## config.mk

```make
export PLATFORM = sky130hd
export DESIGN_NAME = ahbl_apb_bridge
export DESIGN_NICKNAME = d
export VERILOG_FILES = /design/src/rtl/ahbl_apb_pkg.sv /design/src/rtl/apb_slot_mux.sv /design/src/rtl/ahbl_apb_bridge.sv
export SDC_FILE = /design/constraint.sdc
export NUM_CORES = 1
export LEC_CHECK = 0
export ABC_AREA = 1
export CORE_AREA = 2 2 288 290
export CTS_CLUSTER_DIAMETER = 60
export CTS_CLUSTER_SIZE = 20
export DETAILED_ROUTE_END_ITERATION = 7
export DIE_AREA = 0 0 290 292
export GPL_TIMING_DRIVEN = 0
export PLACE_DENSITY = 0.34
export SLEW_MARGIN = 5
export SYNTH_ARGS = -nofsm -noshare
export SYNTH_HDL_FRONTEND = slang
export SYNTH_SLANG_ARGS = --single-unit
```

## constraint.sdc

```tcl
create_clock -name HCLK -period 2.29 [get_ports HCLK]
set_input_delay 0.687 -clock HCLK [delete_from_list [all_inputs] [get_ports HCLK]]
set_output_delay 0.687 -clock HCLK [all_outputs]
set_load 0.05 [all_outputs]
```

## src/rtl/ahbl_apb_pkg.sv

```systemverilog
// Shared definitions for the AHB-Lite to APB bridge.
//   - bridge FSM state encoding
//   - AHB HTRANS and HRESP codes
//   - width of the APB slot index carried in HADDR
package ahbl_apb_pkg;

    localparam int SLOT_IDX_W = 4;

    localparam logic [1:0] HTRANS_IDLE   = 2'b00;
    localparam logic [1:0] HTRANS_BUSY   = 2'b01;
    localparam logic [1:0] HTRANS_NONSEQ = 2'b10;
    localparam logic [1:0] HTRANS_SEQ    = 2'b11;

    localparam logic HRESP_OKAY  = 1'b0;
    localparam logic HRESP_ERROR = 1'b1;

    typedef enum logic [2:0] {
        ST_IDLE   = 3'd0,
        ST_SETUP  = 3'd1,
        ST_ACCESS = 3'd2,
        ST_ERR1   = 3'd3,
        ST_ERR2   = 3'd4
    } bridge_state_e;

    // NONSEQ and SEQ start a real transfer; IDLE and BUSY get a zero-wait OKAY.
    function automatic logic trans_active(input logic [1:0] htrans);
        logic active;
        case (htrans)
            HTRANS_NONSEQ, HTRANS_SEQ: active = 1'b1;
            HTRANS_IDLE, HTRANS_BUSY:  active = 1'b0;
            default:                   active = 1'b0;
        endcase
        return active;
    endfunction

endpackage

```

## src/rtl/apb_slot_mux.sv

```systemverilog
// Combinational APB slot steering for the bridge.
// Ports:
//   slot        - latched 4-bit slot index
//   sel_en      - bridge is in SETUP/ACCESS with a valid slot
//   prdata      - per-slot read data, slot k at [32k+31:32k]
//   pready      - per-slot ready
//   pslverr     - per-slot error
//   psel        - one-hot slot select (all-zero when disabled or slot out of range)
//   prdata_sel  - read data of the selected slot
//   pready_sel  - ready of the selected slot (0 when slot out of range)
//   pslverr_sel - error of the selected slot (0 when slot out of range)
module apb_slot_mux
    import ahbl_apb_pkg::*;
#(
    parameter int APB_SLOTS = 16
) (
    input  logic [SLOT_IDX_W-1:0]   slot,
    input  logic                    sel_en,
    input  logic [32*APB_SLOTS-1:0] prdata,
    input  logic [APB_SLOTS-1:0]    pready,
    input  logic [APB_SLOTS-1:0]    pslverr,
    output logic [APB_SLOTS-1:0]    psel,
    output logic [31:0]             prdata_sel,
    output logic                    pready_sel,
    output logic                    pslverr_sel
);

    // Each slot compares against its own index, so at most one PSEL bit can
    // ever be set.
    always_comb begin
        psel        = '0;
        prdata_sel  = '0;
        pready_sel  = 1'b0;
        pslverr_sel = 1'b0;
        for (int k = 0; k < APB_SLOTS; k++) begin
            if (slot == SLOT_IDX_W'(k)) begin
                psel[k]     = sel_en;
                prdata_sel  = prdata[32*k +: 32];
                pready_sel  = pready[k];
                pslverr_sel = pslverr[k];
            end
        end
    end

endmodule

```

## src/rtl/ahbl_apb_bridge.sv

```systemverilog
// AHB-Lite slave to multi-slot APB master bridge.
//
//   state     | meaning
//   ----------+-------------------------------------------------------------
//   ST_IDLE   | ready, OKAY; accepts a new transfer (also the completion cycle)
//   ST_SETUP  | APB setup phase, PSEL high, PENABLE low, PWDATA from HWDATA
//   ST_ACCESS | APB access phase, PENABLE high, waits for PREADY or timeout
//   ST_ERR1   | first ERROR cycle, HREADYOUT low
//   ST_ERR2   | second ERROR cycle, HREADYOUT high; accepts a new transfer
//
// Ports: HCLK/HRESETN clock and async active-low reset; AHB-Lite slave side
// (HSEL, HADDR, HWRITE, HTRANS, HSIZE, HWDATA, HREADYIN -> HREADYOUT, HRDATA,
// HRESP); APB master side (PSEL one-hot per slot, PADDR, PWRITE, PENABLE,
// PWDATA -> PRDATA, PREADY, PSLVERR packed per slot).
// TPD is an output delay for behavioural models only; this RTL is zero-delay.
module ahbl_apb_bridge
    import ahbl_apb_pkg::*;
#(
    parameter int APB_SLOTS = 16,
    parameter int SLOT_LSB  = 8,
    parameter int TIMEOUT   = 256,
    parameter int TPD       = 1
) (
    input  logic                    HCLK,
    input  logic                    HRESETN,
    input  logic                    HSEL,
    input  logic [31:0]             HADDR,
    input  logic                    HWRITE,
    input  logic [1:0]              HTRANS,
    input  logic [2:0]              HSIZE,
    input  logic [31:0]             HWDATA,
    input  logic                    HREADYIN,
    output logic                    HREADYOUT,
    output logic [31:0]             HRDATA,
    output logic                    HRESP,
    output logic [APB_SLOTS-1:0]    PSEL,
    output logic [31:0]             PADDR,
    output logic                    PWRITE,
    output logic                    PENABLE,
    output logic [31:0]             PWDATA,
    input  logic [32*APB_SLOTS-1:0] PRDATA,
    input  logic [APB_SLOTS-1:0]    PREADY,
    input  logic [APB_SLOTS-1:0]    PSLVERR
);

    if (APB_SLOTS < 1 || APB_SLOTS > 16 || TIMEOUT < 0 || TPD < 0) begin : g_bad_param
        $error("ahbl_apb_bridge: parameter out of range");
    end

    localparam int TCNT_W = ($clog2(TIMEOUT + 1) > 9) ? $clog2(TIMEOUT + 1) : 9;
    localparam logic [TCNT_W-1:0] TCNT_LAST = (TIMEOUT > 0) ? TCNT_W'(TIMEOUT - 1) : '0;

    bridge_state_e           state;
    logic [31:0]             addr_q;
    logic [31:0]             pwdata_q;
    logic [31:0]             hrdata_q;
    logic                    write_q;
    logic                    psel_en_q;
    logic                    penable_q;
    logic                    hreadyout_q;
    logic                    hresp_q;
    logic [SLOT_IDX_W-1:0]   slot_q;
    logic [TCNT_W-1:0]       tcnt_q;

    logic [SLOT_IDX_W-1:0]   slot_in;
    logic                    slot_in_ok;
    logic                    accept;
    logic                    timeout_hit;
    logic [31:0]             prdata_sel;
    logic                    pready_sel;
    logic                    pslverr_sel;
    logic                    unused_hsize;

    assign unused_hsize = ^HSIZE;

    assign slot_in     = HADDR[SLOT_LSB +: SLOT_IDX_W];
    assign slot_in_ok  = ({{(32-SLOT_IDX_W){1'b0}}, slot_in} < 32'(APB_SLOTS));
    assign accept      = HSEL && HREADYIN && trans_active(HTRANS);
    assign timeout_hit = (TIMEOUT != 0) && (tcnt_q == TCNT_LAST);

    apb_slot_mux #(
        .APB_SLOTS (APB_SLOTS)
    ) u_slot_mux (
        .slot        (slot_q),
        .sel_en      (psel_en_q),
        .prdata      (PRDATA),
        .pready      (PREADY),
        .pslverr     (PSLVERR),
        .psel        (PSEL),
        .prdata_sel  (prdata_sel),
        .pready_sel  (pready_sel),
        .pslverr_sel (pslverr_sel)
    );

    always_ff @(posedge HCLK or negedge HRESETN) begin
        if (!HRESETN) begin
            state       <= ST_IDLE;
            addr_q      <= '0;
            pwdata_q    <= '0;
            hrdata_q    <= '0;
            write_q     <= 1'b0;
            psel_en_q   <= 1'b0;
            penable_q   <= 1'b0;
            hreadyout_q <= 1'b1;
            hresp_q     <= HRESP_OKAY;
            slot_q      <= '0;
            tcnt_q      <= '0;
        end else begin
            case (state)
                // ERR2 already shows HREADYOUT=1, so the master's next
                // address phase lands here and is handled like IDLE.
                ST_IDLE, ST_ERR2: begin
                    if (accept) begin
                        addr_q      <= HADDR;
                        write_q     <= HWRITE;
                        slot_q      <= slot_in;
                        hreadyout_q <= 1'b0;
                        if (slot_in_ok) begin
                            state     <= ST_SETUP;
                            psel_en_q <= 1'b1;
                            hresp_q   <= HRESP_OKAY;
                        end else begin
                            state     <= ST_ERR1;
                            hresp_q   <= HRESP_ERROR;
                        end
                    end else begin
                        state       <= ST_IDLE;
                        hreadyout_q <= 1'b1;
                        hresp_q     <= HRESP_OKAY;
                    end
                end
                ST_SETUP: begin
                    pwdata_q  <= HWDATA;
                    penable_q <= 1'b1;
                    tcnt_q    <= '0;
                    state     <= ST_ACCESS;
                end
                ST_ACCESS: begin
                    if (pready_sel) begin
                        psel_en_q <= 1'b0;
                        penable_q <= 1'b0;
                        if (pslverr_sel) begin
                            state   <= ST_ERR1;
                            hresp_q <= HRESP_ERROR;
                        end else begin
                            state       <= ST_IDLE;
                            hreadyout_q <= 1'b1;
                            hresp_q     <= HRESP_OKAY;
                            if (!write_q) begin
                                hrdata_q <= prdata_sel;
                            end
                        end
                    end else if (timeout_hit) begin
                        psel_en_q <= 1'b0;
                        penable_q <= 1'b0;
                        state     <= ST_ERR1;
                        hresp_q   <= HRESP_ERROR;
                    end else begin
                        tcnt_q <= tcnt_q + 1'b1;
                    end
                end
                ST_ERR1: begin
                    state       <= ST_ERR2;
                    hreadyout_q <= 1'b1;
                    hresp_q     <= HRESP_ERROR;
                end
                default: begin
                    state       <= ST_IDLE;
                    psel_en_q   <= 1'b0;
                    penable_q   <= 1'b0;
                    hreadyout_q <= 1'b1;
                    hresp_q     <= HRESP_OKAY;
                end
            endcase
        end
    end

    // HWDATA belongs to the AHB data phase, which coincides with SETUP, so it
    // is passed straight through there and held from the register afterwards.
    assign PWDATA    = (state == ST_SETUP) ? HWDATA : pwdata_q;
    assign PADDR     = addr_q;
    assign PWRITE    = write_q;
    assign PENABLE   = penable_q;
    assign HREADYOUT = hreadyout_q;
    assign HRESP     = hresp_q;
    assign HRDATA    = hrdata_q;

endmodule

```

== Yosys cells after proc, flatten, opt, wreduce, memory -nomap -nowiden ==
Index checks and enable logic that the tools add are counted.
Word-level totals
  word-level logic and storage cells: 151
  output and inout port bits: 116
  bits in registers: 117
  input bits: 618
Operators by class
  muxes and demuxes: 87
  add/subtract/negate cells: 1
  bitwise logic cells: 5
  eq/ne operators: 29
  reductions and logical operators: 18
Operators by type and width (number)
  32-bit 2-to-1 mux: 17
  1-bit 2-to-1 mux: 58
  4-bit equality test, second input constant: 8
  9-bit 2-to-1 mux: 2
  9-bit case mux with 2 select lines: 1
  4-bit by 3-bit equality test with 1-bit output, second input constant: 4
  1-bit case mux with 3 select lines: 4
  3-bit case mux with 4 select lines: 1
  2-bit != test, second input constant: 5
  9-bit by 1-bit adder with 9-bit output, second input constant: 1
  9-bit by 8-bit equality test with 1-bit output, second input constant: 1
  3-bit AND reduction: 3
  4-bit by 2-bit equality test with 1-bit output, second input constant: 2
  2-bit OR reduction: 4
  3-bit by 2-bit equality test with 1-bit output, second input constant: 2
  3-bit 2-to-1 mux: 2
  2-bit AND reduction: 3
  1-bit inverter: 5
  2-bit equality test, second input constant: 2
  4-bit by 1-bit equality test with 1-bit output, second input constant: 1
  4-bit logical NOT: 1
  4-bit AND reduction: 1
  3-bit by 1-bit equality test with 1-bit output, second input constant: 1
  3-bit equality test, second input constant: 1
  9 further kinds: 10

== Depth between registers and ports, before layout ==
  depth after elaboration: 20
  gate-level depth with buffers: 18
  gate-level depth less buffers: 17

== Modules after synthesis ==
A second synthesis with hierarchy kept.
Unflattened totals
  cells, all modules: 1553
  area total of the unflattened synthesis: 9092.5 sq um
Modules (own cells, without submodules)
  ahbl_apb_bridge: instances 1, seq. area each 2829.0 sq um, area each 4554.4 sq um, cells an instance 515
  apb_slot_mux: instances 1, seq. area each 0.0 sq um, area each 4538.1 sq um, cells an instance 1038

== Least setup slack after synthesis ==
No wires, ideal clock.
  path kind: register -> output
  from: register PADDR[8] (netlist name)
  to: output PSEL[9]
  cell stages (with the launch flop): 6
  buffers on the path: 1
  setup slack: -0.765 ns
  arrival: 2.368 ns
  required time: 1.603 ns
  path through: dfrtp_1 -> nand2_1 -> nor2_2 -> clkinv_1 -> clkbuf_1 -> nor2_1
RTL lines
  end: declaration: line ahbl_apb_bridge.sv:36  | output logic [APB_SLOTS-1:0] PSEL,

==> run_results.csv <==
group,metric,value,unit
run_status,outcome,"finished with violations",
run_status,failed_checks,"setup timing",
synth,synth_top_family_by_area,"simple AND/OR/NAND/NOR gates",
floorplan,dieWidth,290,um
power,comb_power_share,77.1,%
worst_setup_path,slowest_delay,0.64,ns
worst_setup_path,start_kind,"register",
synth,async_flop_share,100,%
timing,rsz0062_at_grt,"yes",
timing,hold_viol,0,
placement,numPortBuffers,729,
synth,synth_cell_type_count,29,
grt,grt_pass1_vias,13906,
finish,finalNetCount,2894,
grt,overflow,0,
synth,synth_mux_area_share,8.02,%
power,p_int,11500,uW
timing,fmax,316,MHz
finish,drive_gt1_share,24.0,%
worst_setup_path,critPathTopFamily,"simple AND/OR/NAND/NOR gates",
worst_setup_path,critPathKind,"reg -> reg",
timing,tightestPinTransition,0.841,ns
synth,yosysTopAreaCellShare,32.2,%
timing,slew_viol_final,0,
placement,preCtsSetupSlack,-2.37,ns
placement,dp_hpwl,67.1,mm
grt,grtUsageTotal,18.2,%
timing,hold_ws,0.163,ns
finish,area_growth,141,%
worst_setup_path,cp.required,2.61,ns
worst_setup_path,cp.depth,13,
power,switching_share,55.3,%
worst_setup_path,rr_worst_depth,13,
detailed_routing,remaining_drc_errors,0,
power,powerDensity,1220,mW/mm2
synth,syn_inst,1403,
synth,synth_fa_ha_area_share,0.288,%
floorplan,die_y,292,um
clock_tree,cts_num_sinks,113,
power,peakVddDrop,0.000777,V
worst_setup_path,crit_path_end_kind,"register",
floorplan,row_count,105,
detailed_routing,drtIter0Drc,608,
timing,period_share,138,%
detailed_routing,viasPerCell,3.88,
synth,yosys_most_used_dff,"dfrtp_1",
floorplan,ioPinCount,734,
clock_tree,cts_buffer_depth,2,
detailed_routing,num_vias,13093,
power,clockPowerShare,10.0,%
power,power.switching,14200,uW
timing,fin_crit,3.16,ns
synth,synth_largest_area_cell,"dfrtp_1",
worst_setup_path,critPathMaxFanout,10,
synth,syn_area,0.00870,mm2
hold_path,hp-class,"in -> async",
synth,synth_edf_count,0,
synth,syn_avg_cell_area,6.20,um2
floorplan,die_area,0.0847,mm2
clock_tree,h-tree-depth,4,
placement,finalWeightedCongestion,0.905,
power,p_leak,0.00927,uW
clock_tree,ctsHoldBuffers,0,
clock_tree,insertion_delay,0.44,ns
timing,slew-limit-headroom,43.8,%
clock_tree,cts_tree,"done",
timing,setup_ws,-0.870,ns
grt,grt_pass1_wl,108,mm
floorplan,core_area,0.0816,mm2
worst_setup_path,timing.critical_path.buf_inv,2,
worst_setup_path,startpoint,"PADDR[9]",
synth,synthTopCellsByArea,"dfrtp_1 (32%), nand2_1 (24%), mux2_2 (8.0%)",
clock_tree,path_clk_slew,0.06,ns
detailed_routing,routedWlPerCell,23.8,um
power,pwr-share-seq,13.0,%
synth,ys_seq_area_share,32.5,%
synth,synth_compound_area_share,5.03,%
synth,yosysWarningCount,0,
detailed_routing,ant_nets,0,
grt,grt_max_degree,76,
synth,synth-seq-cells,113,
power,power,25700,uW
synth,synth_xor_area_share,0.302,%
timing,finalClockSkew,0.0138,ns
run,drv_cap,0,
clock_tree,cts_root_buf,"clkbuf_16",
floorplan,initial_utilization,10.7,%
worst_setup_path,worstPathCellList,"buf_4 > nand2_4 > nor2_4 > buf_4 > a21oi_2 > nand4_1 > o21ai_1 > nand4_1 > nand3b_1 > nand2_1 > nand3_2 > nand3_2 > nand2_1",
worst_setup_path,critPathSlowestCell,"nand4_1",
clock_tree,numCtsBuffers,17,
worst_setup_path,cp.arrival,3.48,ns
synth,yosys.area_share.simple,45.4,%
grt,antenna_found_initial,26,
detailed_routing,wl,80.2,mm
timing,setup_viol,95,
synth,synth_nets,2023,
worst_setup_path,reg2reg_from,"PADDR[9]",
detailed_routing,drt_pass1_iterations,5,
[area by class of cell]
cell class | count | area, um2
Antenna cell | 17 | 42.5
Buffer | 63 | 658
Clock buffer | 22 | 464
Clock inverter | 10 | 86.3
Fill cell | 9028 | 60600
Inverter | 123 | 531
Multi-Input combinational cell | 1102 | 6350
Sequential cell | 113 | 2830
Tap cell | 1070 | 1340
Timing Repair Buffer | 854 | 8690
[layout by cell type, fill, tap and decap left out, drive strengths merged, types with 2 or more instances in the layout]
cell           count
nand3            105
dfrtp            112
clkinvlp          10
nor2             172
nand2            571
nor3              12
dlymetal6s2s       2
dlygate4sd2       63
diode             17
inv              114
clkdlybuf4s50    612
nand3b             2
a21oi             70
clkinv             8
clkbuf            71
nor3b              2
xor2               2
ha                 2
mux2              62
buf              188
o21ai             16
nand4             77
or2                6
clkdlybuf4s15      2
[routing by layer]
metal	global-route usage, %	vias up	wire length (um)
met3	5.02	86	5900
met2	32.4	537	40300
li1	-	6259	-
met1	20.9	6201	31800
met5	0	-	59
met4	6.08	10	2140
[kinds of logic after synthesis]
logic type | count (synthesis)
simple gates | 946
buf+inv | 190
flops | 113
compound gates | 87
mux | 62
xor+xnor | 3
fa+ha+maj | 2
[path summary, 6_finish.rpt]
kind	end	slack, ns
max in group asynchronous	pwdata_q[19]	1.34
worst min-delay path	PADDR[30]	0.16
min in group HCLK	HREADYOUT	0.46
worst max-delay path	HRDATA[26]	-0.87
worst max register to register	HRDATA[26]	-0.87
worst min register to register	HREADYOUT	0.46
[Yosys cell counts, types with 4 or more instances]
| cell type | instances |
|---|---|
| clkbuf_1 | 55 |
| nand2_1 | 567 |
| buf_2 | 9 |
| nand3_1 | 105 |
| inv_2 | 8 |
| o21ai_0 | 16 |
| inv_1 | 113 |
| or2_2 | 4 |
| nor3_1 | 11 |
| nor2_1 | 167 |
| mux2_2 | 62 |
| nor2_2 | 4 |
| nand4_1 | 77 |
| dfrtp_1 | 112 |
| a21oi_1 | 70 |
[through the flow]
stage	instance area [um2]	TNS, ns	cells	utilization, %
after floorplan	8790	-0.334	1403	-
after global placement	17400	-620.51	3202	21.4
after detailed placement	17500	-107.09	3203	21.4
after CTS	20000	-33.63	3318	24.5
after global routing	21000	-46.35	3368	25.7
final	21000	-35.13	3374	25.7
[sequential cells by signal (all words and copies together) (netlist names), 3 cells and up]
| name | count |
|---|---|
| PADDR | 32 |
| tcnt_q | 9 |
| HRDATA | 32 |
| pwdata_q | 32 |
| state | 3 |
[what timing repair did]
action                                  CTS  global route
cloned                                    7             2
pin swaps                               113            92
setup buffers                            78            44
gates resized for setup                 740           181
endpoints found under the setup margin  169            98
[power groups by stage]
stage | logic [uW] | registers [uW] | clock network [uW]
3_5_place_dp | 16000 | 3330 | 0
6_report | 19800 | 3330 | 2570
5_1_grt | 21000 | 3450 | 2720
3_3_place_gp | 16000 | 3300 | 0
4_1_cts | 18800 | 3320 | 2640
2_1_floorplan | 6150 | 5140 | 0
Power figures use the tool's default switching activity.
